`src/rtl/kamacore_wb_arbiter.sv`:
```
// Register-file write-port arbiter: pipeline writeback has priority; multi-cycle
// results wait in a small FIFO and take idle slots, with a forced stall on starvation.
`timescale 1ns/1ps
module kamacore_wb_arbiter #(
  parameter int REG_ADDR_WIDTH = 5,
  parameter int CPU_WIDTH      = 32,
  parameter int FIFO_DEPTH     = 2,
  parameter int STARVE_LIMIT   = 4
) (
  input  logic                      clk,
  input  logic                      rst,
  input  logic                      wb_rd_we,
  input  logic [REG_ADDR_WIDTH-1:0] wb_rd_a,
  input  logic [CPU_WIDTH-1:0]      wb_rd_data,
  output logic                      wb_stall,
  input  logic                      mc_valid,
  output logic                      mc_ready,
  input  logic [REG_ADDR_WIDTH-1:0] mc_rd_a,
  input  logic [CPU_WIDTH-1:0]      mc_rd_data,
  output logic                      rf_we,
  output logic [REG_ADDR_WIDTH-1:0] rf_a,
  output logic [CPU_WIDTH-1:0]      rf_data,
  output logic                      fifo_empty
);

  localparam int PW = $clog2(FIFO_DEPTH);
  localparam int CW = $clog2(FIFO_DEPTH + 1);
  localparam int SW = $clog2(STARVE_LIMIT + 1);
  localparam logic [CW-1:0] FULL_CNT   = CW'(FIFO_DEPTH);
  localparam logic [SW-1:0] STARVE_MAX = SW'(STARVE_LIMIT);

  logic [REG_ADDR_WIDTH-1:0] addr_mem [FIFO_DEPTH];
  logic [CPU_WIDTH-1:0]      data_mem [FIFO_DEPTH];

  logic [PW-1:0] wr_ptr_q, wr_ptr_d;
  logic [PW-1:0] rd_ptr_q, rd_ptr_d;
  logic [CW-1:0] count_q, count_d;
  logic [SW-1:0] starve_q, starve_d;

  logic push;
  logic pop;
  logic wb_busy;

  // Status flags come from registered state only, so no input reaches them.
  assign fifo_empty = (count_q == '0);
  assign mc_ready   = (count_q != FULL_CNT);
  assign wb_stall   = (starve_q == STARVE_MAX) && !fifo_empty;

  assign wb_busy = wb_rd_we && (wb_rd_a != '0);
  assign push    = mc_valid && mc_ready && (mc_rd_a != '0);

  always_comb begin
    pop     = 1'b0;
    rf_we   = 1'b0;
    rf_a    = '0;
    rf_data = '0;
    if (!rst) begin
      if (wb_stall) begin
        pop = 1'b1;
      end else if (wb_busy) begin
        rf_we   = 1'b1;
        rf_a    = wb_rd_a;
        rf_data = wb_rd_data;
      end else if (!fifo_empty) begin
        pop = 1'b1;
      end
      if (pop) begin
        rf_we   = 1'b1;
        rf_a    = addr_mem[rd_ptr_q];
        rf_data = data_mem[rd_ptr_q];
      end
    end
  end

  always_comb begin
    wr_ptr_d = wr_ptr_q + PW'(push);
    rd_ptr_d = rd_ptr_q + PW'(pop);
    count_d  = count_q + CW'(push) - CW'(pop);
    if (pop || fifo_empty) begin
      starve_d = '0;
    end else if (starve_q != STARVE_MAX) begin
      starve_d = starve_q + SW'(1);
    end else begin
      starve_d = starve_q;
    end
  end

  always_ff @(posedge clk) begin
    if (rst) begin
      wr_ptr_q <= '0;
      rd_ptr_q <= '0;
      count_q  <= '0;
      starve_q <= '0;
    end else begin
      wr_ptr_q <= wr_ptr_d;
      rd_ptr_q <= rd_ptr_d;
      count_q  <= count_d;
      starve_q <= starve_d;
    end
  end

  // Storage is data only; validity is tracked by the pointers and count.
  always_ff @(posedge clk) begin
    if (push) begin
      addr_mem[wr_ptr_q] <= mc_rd_a;
      data_mem[wr_ptr_q] <= mc_rd_data;
    end
  end

endmodule

```
`config.mk`:
```
export PLATFORM = sky130hd
export DESIGN_NAME = kamacore_wb_arbiter
export DESIGN_NICKNAME = d
export VERILOG_FILES = /design/src/rtl/kamacore_wb_arbiter.sv
export SDC_FILE = /design/constraint.sdc
export NUM_CORES = 1
export LEC_CHECK = 0
export CORE_MARGIN = 2
export CORE_UTILIZATION = 62
export CTS_BUF_LIST = sky130_fd_sc_hd__clkbuf_16
export CTS_CLUSTER_SIZE = 20
export DETAILED_ROUTE_END_ITERATION = 10
export DONT_BUFFER_PORTS = 1
export PLACE_DENSITY_LB_ADDON = 0.08
export SYNTH_ARGS = -nofsm -noshare
export SYNTH_HDL_FRONTEND = slang
export SYNTH_SLANG_ARGS = --single-unit
```
`constraint.sdc`:
```
create_clock -name clk -period 2.7 [get_ports clk]
set_input_delay 0.405 -clock clk [delete_from_list [all_inputs] [get_ports clk]]
set_output_delay 0.405 -clock clk [all_outputs]
set_load 0.005 [all_outputs]
```
== After elaboration in Yosys (flattened, before gate mapping) ==
Memories as Yosys holds them, arrays and structs flattened. A register that Yosys moved wholly into a read port is not among the register bits.
Index checks and enable logic that the tools add are counted.
Word-level totals
  flip-flop bits (word level): 7
  memories: 2
  bits in writable memories: 74
  output and inout port bits: 41
  logic and storage cells: 45
Operators by class
  $add $sub $neg: 5
  equality and inequality tests: 3
  mux-type cells: 21
  reductions and logical operators: 10
Memories
  data_mem: words 2, width 32, rd ports 1, clocked after Yosys merged registers in 1, wr ports 1, line 33  | logic [CPU_WIDTH-1:0] data_mem [FIFO_DEPTH];
  addr_mem: words 2, width 5, rd ports 1, clocked after Yosys merged registers in 1, wr ports 1, line 32  | logic [REG_ADDR_WIDTH-1:0] addr_mem [FIFO_DEPTH];
Operator list (count)
  $mux 32: 4
  $mux 5: 4
  $mux 1: 13
  $reduce_bool 5->1: 2
  $logic_and 1x1->1: 4
  $add 3x1->3 const B: 1
  $eq 3x3->1 const B: 1
  $ne 3x3->1 const B: 1
  $add 1x1->1: 2
  $add 2x1->2: 1
  $logic_not 2->1: 1
  $ne 2x2->1 const B: 1
  $reduce_or 2->1: 1
  $sub 2x1->2: 1
  $logic_not 1->1: 1
  $logic_or 1x1->1: 1

== Longest topological paths before layout ==
  word-level depth: 8
  gate-level depth with buffers: 14
  mapped depth without buffers: 12

== Least setup slack after synthesis ==
OpenSTA, ideal clock, no wires.
  kind: in2reg
  from: input port wb_rd_a[0]
  to: register count_q[1]
  stages on the path: 12
  buffers on the path: 2
  slack: 258 ps
  data arrival time: 2318 ps
  required time: 2576 ps
  setup time: 124 ps
  path through: or3_1 > o311a_1 > nand2b_4 > buf_6 > buf_6 > inv_2 > ha_1 > inv_1 > ha_1 > xor2_1 > xnor2_1 > nor2_1
On the way
  cells in the longest elaborated chain, start to end: 7
Ends and longest elaborated chain
  from (decl): line 13  | input logic [REG_ADDR_WIDTH-1:0] wb_rd_a,
  $reduce_bool 5->1: line 49  | assign wb_busy = wb_rd_we && (wb_rd_a != '0);
  $logic_and 1x1->1: line 49
  $mux 1: line 60  | end else if (wb_busy) begin
  $mux 1: line 58  | if (wb_stall) begin
  $mux 1 (2 in a row): line 57  | if (!rst) begin
  $sub 2x1->2: line 78  | count_d = count_q + CW'(push) - CW'(pop);
  to (signal assigned): line 97  | count_q <= count_d;
  to (decl): line 37  | logic [CW-1:0] count_q, count_d;
Every way passes these cells. The select of a mux whose other input is x is not followed.
A chain may end at the register's enable or synchronous reset.

== Worst setup path after layout ==
  from: register starve_q[0]
  to: output port rf_data[14]
On the way
  cells in the longest elaborated chain, start to end: 6
  elaborated cells on any way between the ends: 7
  those cells by class: eq/ne: 1; mux: 5; reduce/logical: 1
Ends and longest elaborated chain
  from (decl): line 38  | logic [SW-1:0] starve_q, starve_d;
  from (signal assigned): line 98  | starve_q <= starve_d;
  $eq 3x3->1 *: line 47  | assign wb_stall = (starve_q == STARVE_MAX) && !fifo_empty;
  $logic_and 1x1->1 *: line 47
  $mux 1: line 58
  $mux 1: line 57
  $mux 32 *: line 67  | if (pop) begin
  $mux 32 *: line 57
  to (decl): line 22  | output logic [CPU_WIDTH-1:0] rf_data,
Mark *: on every way between the ends. The rest lies on a longest branch, timed or not. The select of a mux whose other input is x is not followed.

==> results.txt <==
After detailed routing, the number of remaining DRC violations is 0. The tools report the placement row count as 27. The die width came out at 79.02 µm.

The worst register-to-register path has a depth of 12. Wires add up to 6.250 mm. The largest single stage delay on the critical path is 0.35 ns. 119 I/O pins were placed.

Cells with a size suffix above 1 make up 18.96% of the layout. In this run, placement finished with an instance count of 267. The run gives 0 as the number of max-slew violations in the final report.

STA classifies the critical path startpoint as a register. The via count of the first global-routing pass was 1,855. The mean post-synth cell area works out to 17.02 µm². The logs give 67.69% for the sequential element share of the synthesized area and 4.329 mm for the HPWL after detailed placement. The logs give 0 for the post-CTS resize count and 4 for the number of detailed-route iterations in the first pass. Endpoint of the lowest-slack register-to-register path: count_q[1]. The startpoint-to-endpoint class of the critical path is register to primary output.

The flow ran to the end, and the final reports show no timing, DRC or antenna violations. The count of nets left with antenna violations once routing finished came out at 0. TritonCTS built the clock tree.

The worst slew margin relative to its limit is 38.06%, and the synthesis-to-finish area growth is 11.58%. The combined buffer and inverter count along the critical path was 2. In this run the worst hold path is classified as primary input to register. Across the run, the number of max-cap violations was 0.

The synthesized netlist occupies a cell area of 3490 µm². The cell depth of the worst min-delay path was 1; the number of nets produced by synthesis was 289. Static leakage: 1.255 nW. The clock latency at the later pin of the worst-skew pair is 0.32 ns, and the per-cell via count in the routed design is 6.184. The wire length of the first global-routing pass was 9.432 mm; the per-cell routed wire length was 22.08 µm.

For the number of DRC violations after detailed-routing iteration 0, the log shows 75. The post-route setup TNS is 0 ns, and the minimum period implied by the final worst setup slack is 2.515 ns. At the pin with the least slew margin, the transition time is 0.9291 ns. After the last flow step, the layout net total stands at 291.

Setup repair after global routing left no endpoint under its margin. The required time at the worst-slack endpoint came out at 2.30 ns. The tree is rooted in a clkbuf_16.

The startpoint identified for the worst hold timing path is rst. The maximum root-to-sink buffer count is 2. The worst reg2reg path startpoint is starve_q[0].

In the layout the commonest cells are edfxtp_1, mux2i_1, o2bb2ai_1. The cell count after synthesis was 205; the number of endpoints with negative hold slack in the final report was 0. The logs give 1,750 for the via count and 38 for the largest net degree at the start of global routing.

Clock tree synthesis found a total of 81 sinks. Dividing the final minimum period by the clock period gives 93.13%. The die covers 6244 µm².

Hold repair after CTS inserted 0 buffers. The sum of overflow across all layers after global routing came out at 0. The element type at the critical path end is a primary output. The count of antenna diodes in the layout is 0.

The area of the core is 5473 µm², and the achievable clock frequency is 0.3977 GHz. The largest individual stage delay along the critical path comes from the cell dfxtp_1. At the end of routability-driven placement, the weighted congestion stood at 0.7357.

The die height is 79.02 µm. In this run the worst path has a maximum fanout of 21. Traced cell by cell, the critical path runs through inv_1, ha_1, nand2_1, o311a_1, nand2b_4, buf_4, o2bb2ai_1. Across the routed clock network, the largest skew measured is 0.004156 ns.

The distinct cell type count after synthesis came out at 29. Leading cell type in the layout, fill and taps excluded: edfxtp_1. For the overall fraction of global-route tracks in use, the log shows 21.04%. The post-synthesis register bit count came out at 81.

Dividing total power by cell area gives a power density of 973.8 nW/µm². Family with the most delay on the worst path: simple AND/OR/NAND/NOR gates. Peak supply drop: 575.2 µV. Setup slack on the worst reg-to-reg path comes out at 0.33 ns.

For hold timing, the worst endpoint is wr_ptr_q. The number of buffers inserted by port buffering was 0. Data on the critical path arrives at its endpoint at 2.11 ns. The logs give 283 for the final standard cell count with taps included and fillers excluded and 9 for the total clock buffers created by CTS. Clock-pin slew was measured on the worst setup and hold paths at 0.06 ns. The starting density of the core is 63.76%, and the CTS H-tree depth is 3. The total of endpoints with negative setup slack in the final report is 0.

The number of antenna violations at the first check in global routing came out at 0. For this run, the number of Yosys warnings is 0.
-- registers in the layout, indices dropped and copies added, names as in the netlist --
| name | cells |
|---|---|
| addr_mem | 10 |
| count_q | 2 |
| data_mem | 64 |
| rd_ptr_q | 1 |
| starve_q | 3 |
| wr_ptr_q | 1 |
-- layout make-up --
cell class / instances / area (µm²)
Clock buffer: 9 / 225.2
Clock inverter: 6 / 108.9
Fill cell: 352 / 1579
Inverter: 6 / 22.52
Multi-Input combinational cell: 105 / 1041
Sequential cell: 81 / 2364
Tap cell: 72 / 90.09
Timing Repair Buffer: 4 / 42.54
-- what timing repair did --
item                                    CTS  global route
hold endpoints to repair                  0             0
buffers inserted                          1             0
endpoints found under the setup margin   21             0
-- metrics by stage --
step                      cell area [µm²]  total power [mW]  hold slack [ns]  worst slack, ns  util, %
after global routing                 3894             3.961           0.1416          0.01551    71.15
after floorplan                      3490             2.334           0.5017           0.2585        -
final                                3894             3.792           0.1494           0.1855    71.15
after CTS                            3894             3.831           0.1417           0.1886    71.15
after global placement               3552             2.454           0.4757           0.2469    64.91
after detailed placement             3552             2.504           0.4733           0.1392    64.91
-- cells in the mapped netlist --
cell | instances | area share [%]
nand2_1 | 1 | 0.11
o31ai_1 | 1 | 0.22
or4_1 | 1 | 0.22
o21ai_0 | 1 | 0.14
inv_1 | 5 | 0.54
edfxtp_1 | 74 | 64
nor2_2 | 1 | 0.18
inv_2 | 1 | 0.11
ha_1 | 6 | 2.2
nand2b_1 | 1 | 0.18
clkbuf_1 | 5 | 0.54
dfxtp_1 | 7 | 4.0
o311a_1 | 1 | 0.29
nor2b_1 | 1 | 0.18
xnor2_1 | 1 | 0.25
a21oi_1 | 2 | 0.29
nor2_1 | 4 | 0.43
nor3_2 | 1 | 0.29
buf_6 | 3 | 0.97
nand2b_4 | 1 | 0.39
buf_2 | 3 | 0.43
o2bb2ai_2 | 15 | 6.5
o211ai_1 | 1 | 0.22
and3_1 | 3 | 0.54
or3_1 | 2 | 0.36
buf_1 | 2 | 0.22
xor2_1 | 2 | 0.50
o2bb2ai_1 | 22 | 5.5
mux2i_1 | 37 | 11
-- worst max-delay path by stage --
stage	startpoint	end	depth (start not counted)	slack, ns
floorplan	wb_rd_a[0]	count_q[1]	12	0.26
global placement	count_q[0]	rf_data[14]	5	0.25
detailed placement	count_q[0]	rf_data[14]	5	0.14
CTS	starve_q[0]	rf_data[14]	7	0.19
global route	starve_q[0]	rf_data[14]	7	0.02
finish	starve_q[0]	rf_data[14]	7	0.19
-- per-layer routing --
layer  track usage [%]  share of wire, %
met4             9.310               1.6
met1             23.96                36
met5                 0                 0
met3             6.591               8.0
met2             36.44                55
-- cell families after synthesis --
| group | Yosys count | synth area share, % |
|---|---|---|
| xor gates and xnor gates | 3 | 0.7531 |
| adders and majority gates | 6 | 2.151 |
| muxes | 37 | 10.61 |
| buffers and inverters | 19 | 2.797 |
| DFF | 81 | 67.69 |
| and+or+nand+nor | 16 | 2.869 |
| AOI/OAI and AO/OA | 43 | 13.12 |
-- report_power, final --
part           switching (mW)  leakage, nW  internal (mW)
clock network           0.434        0.159          0.893
logic                   0.432        0.347          0.277
registers               0.113        0.749           1.64
Power figures use the tool's default switching activity.
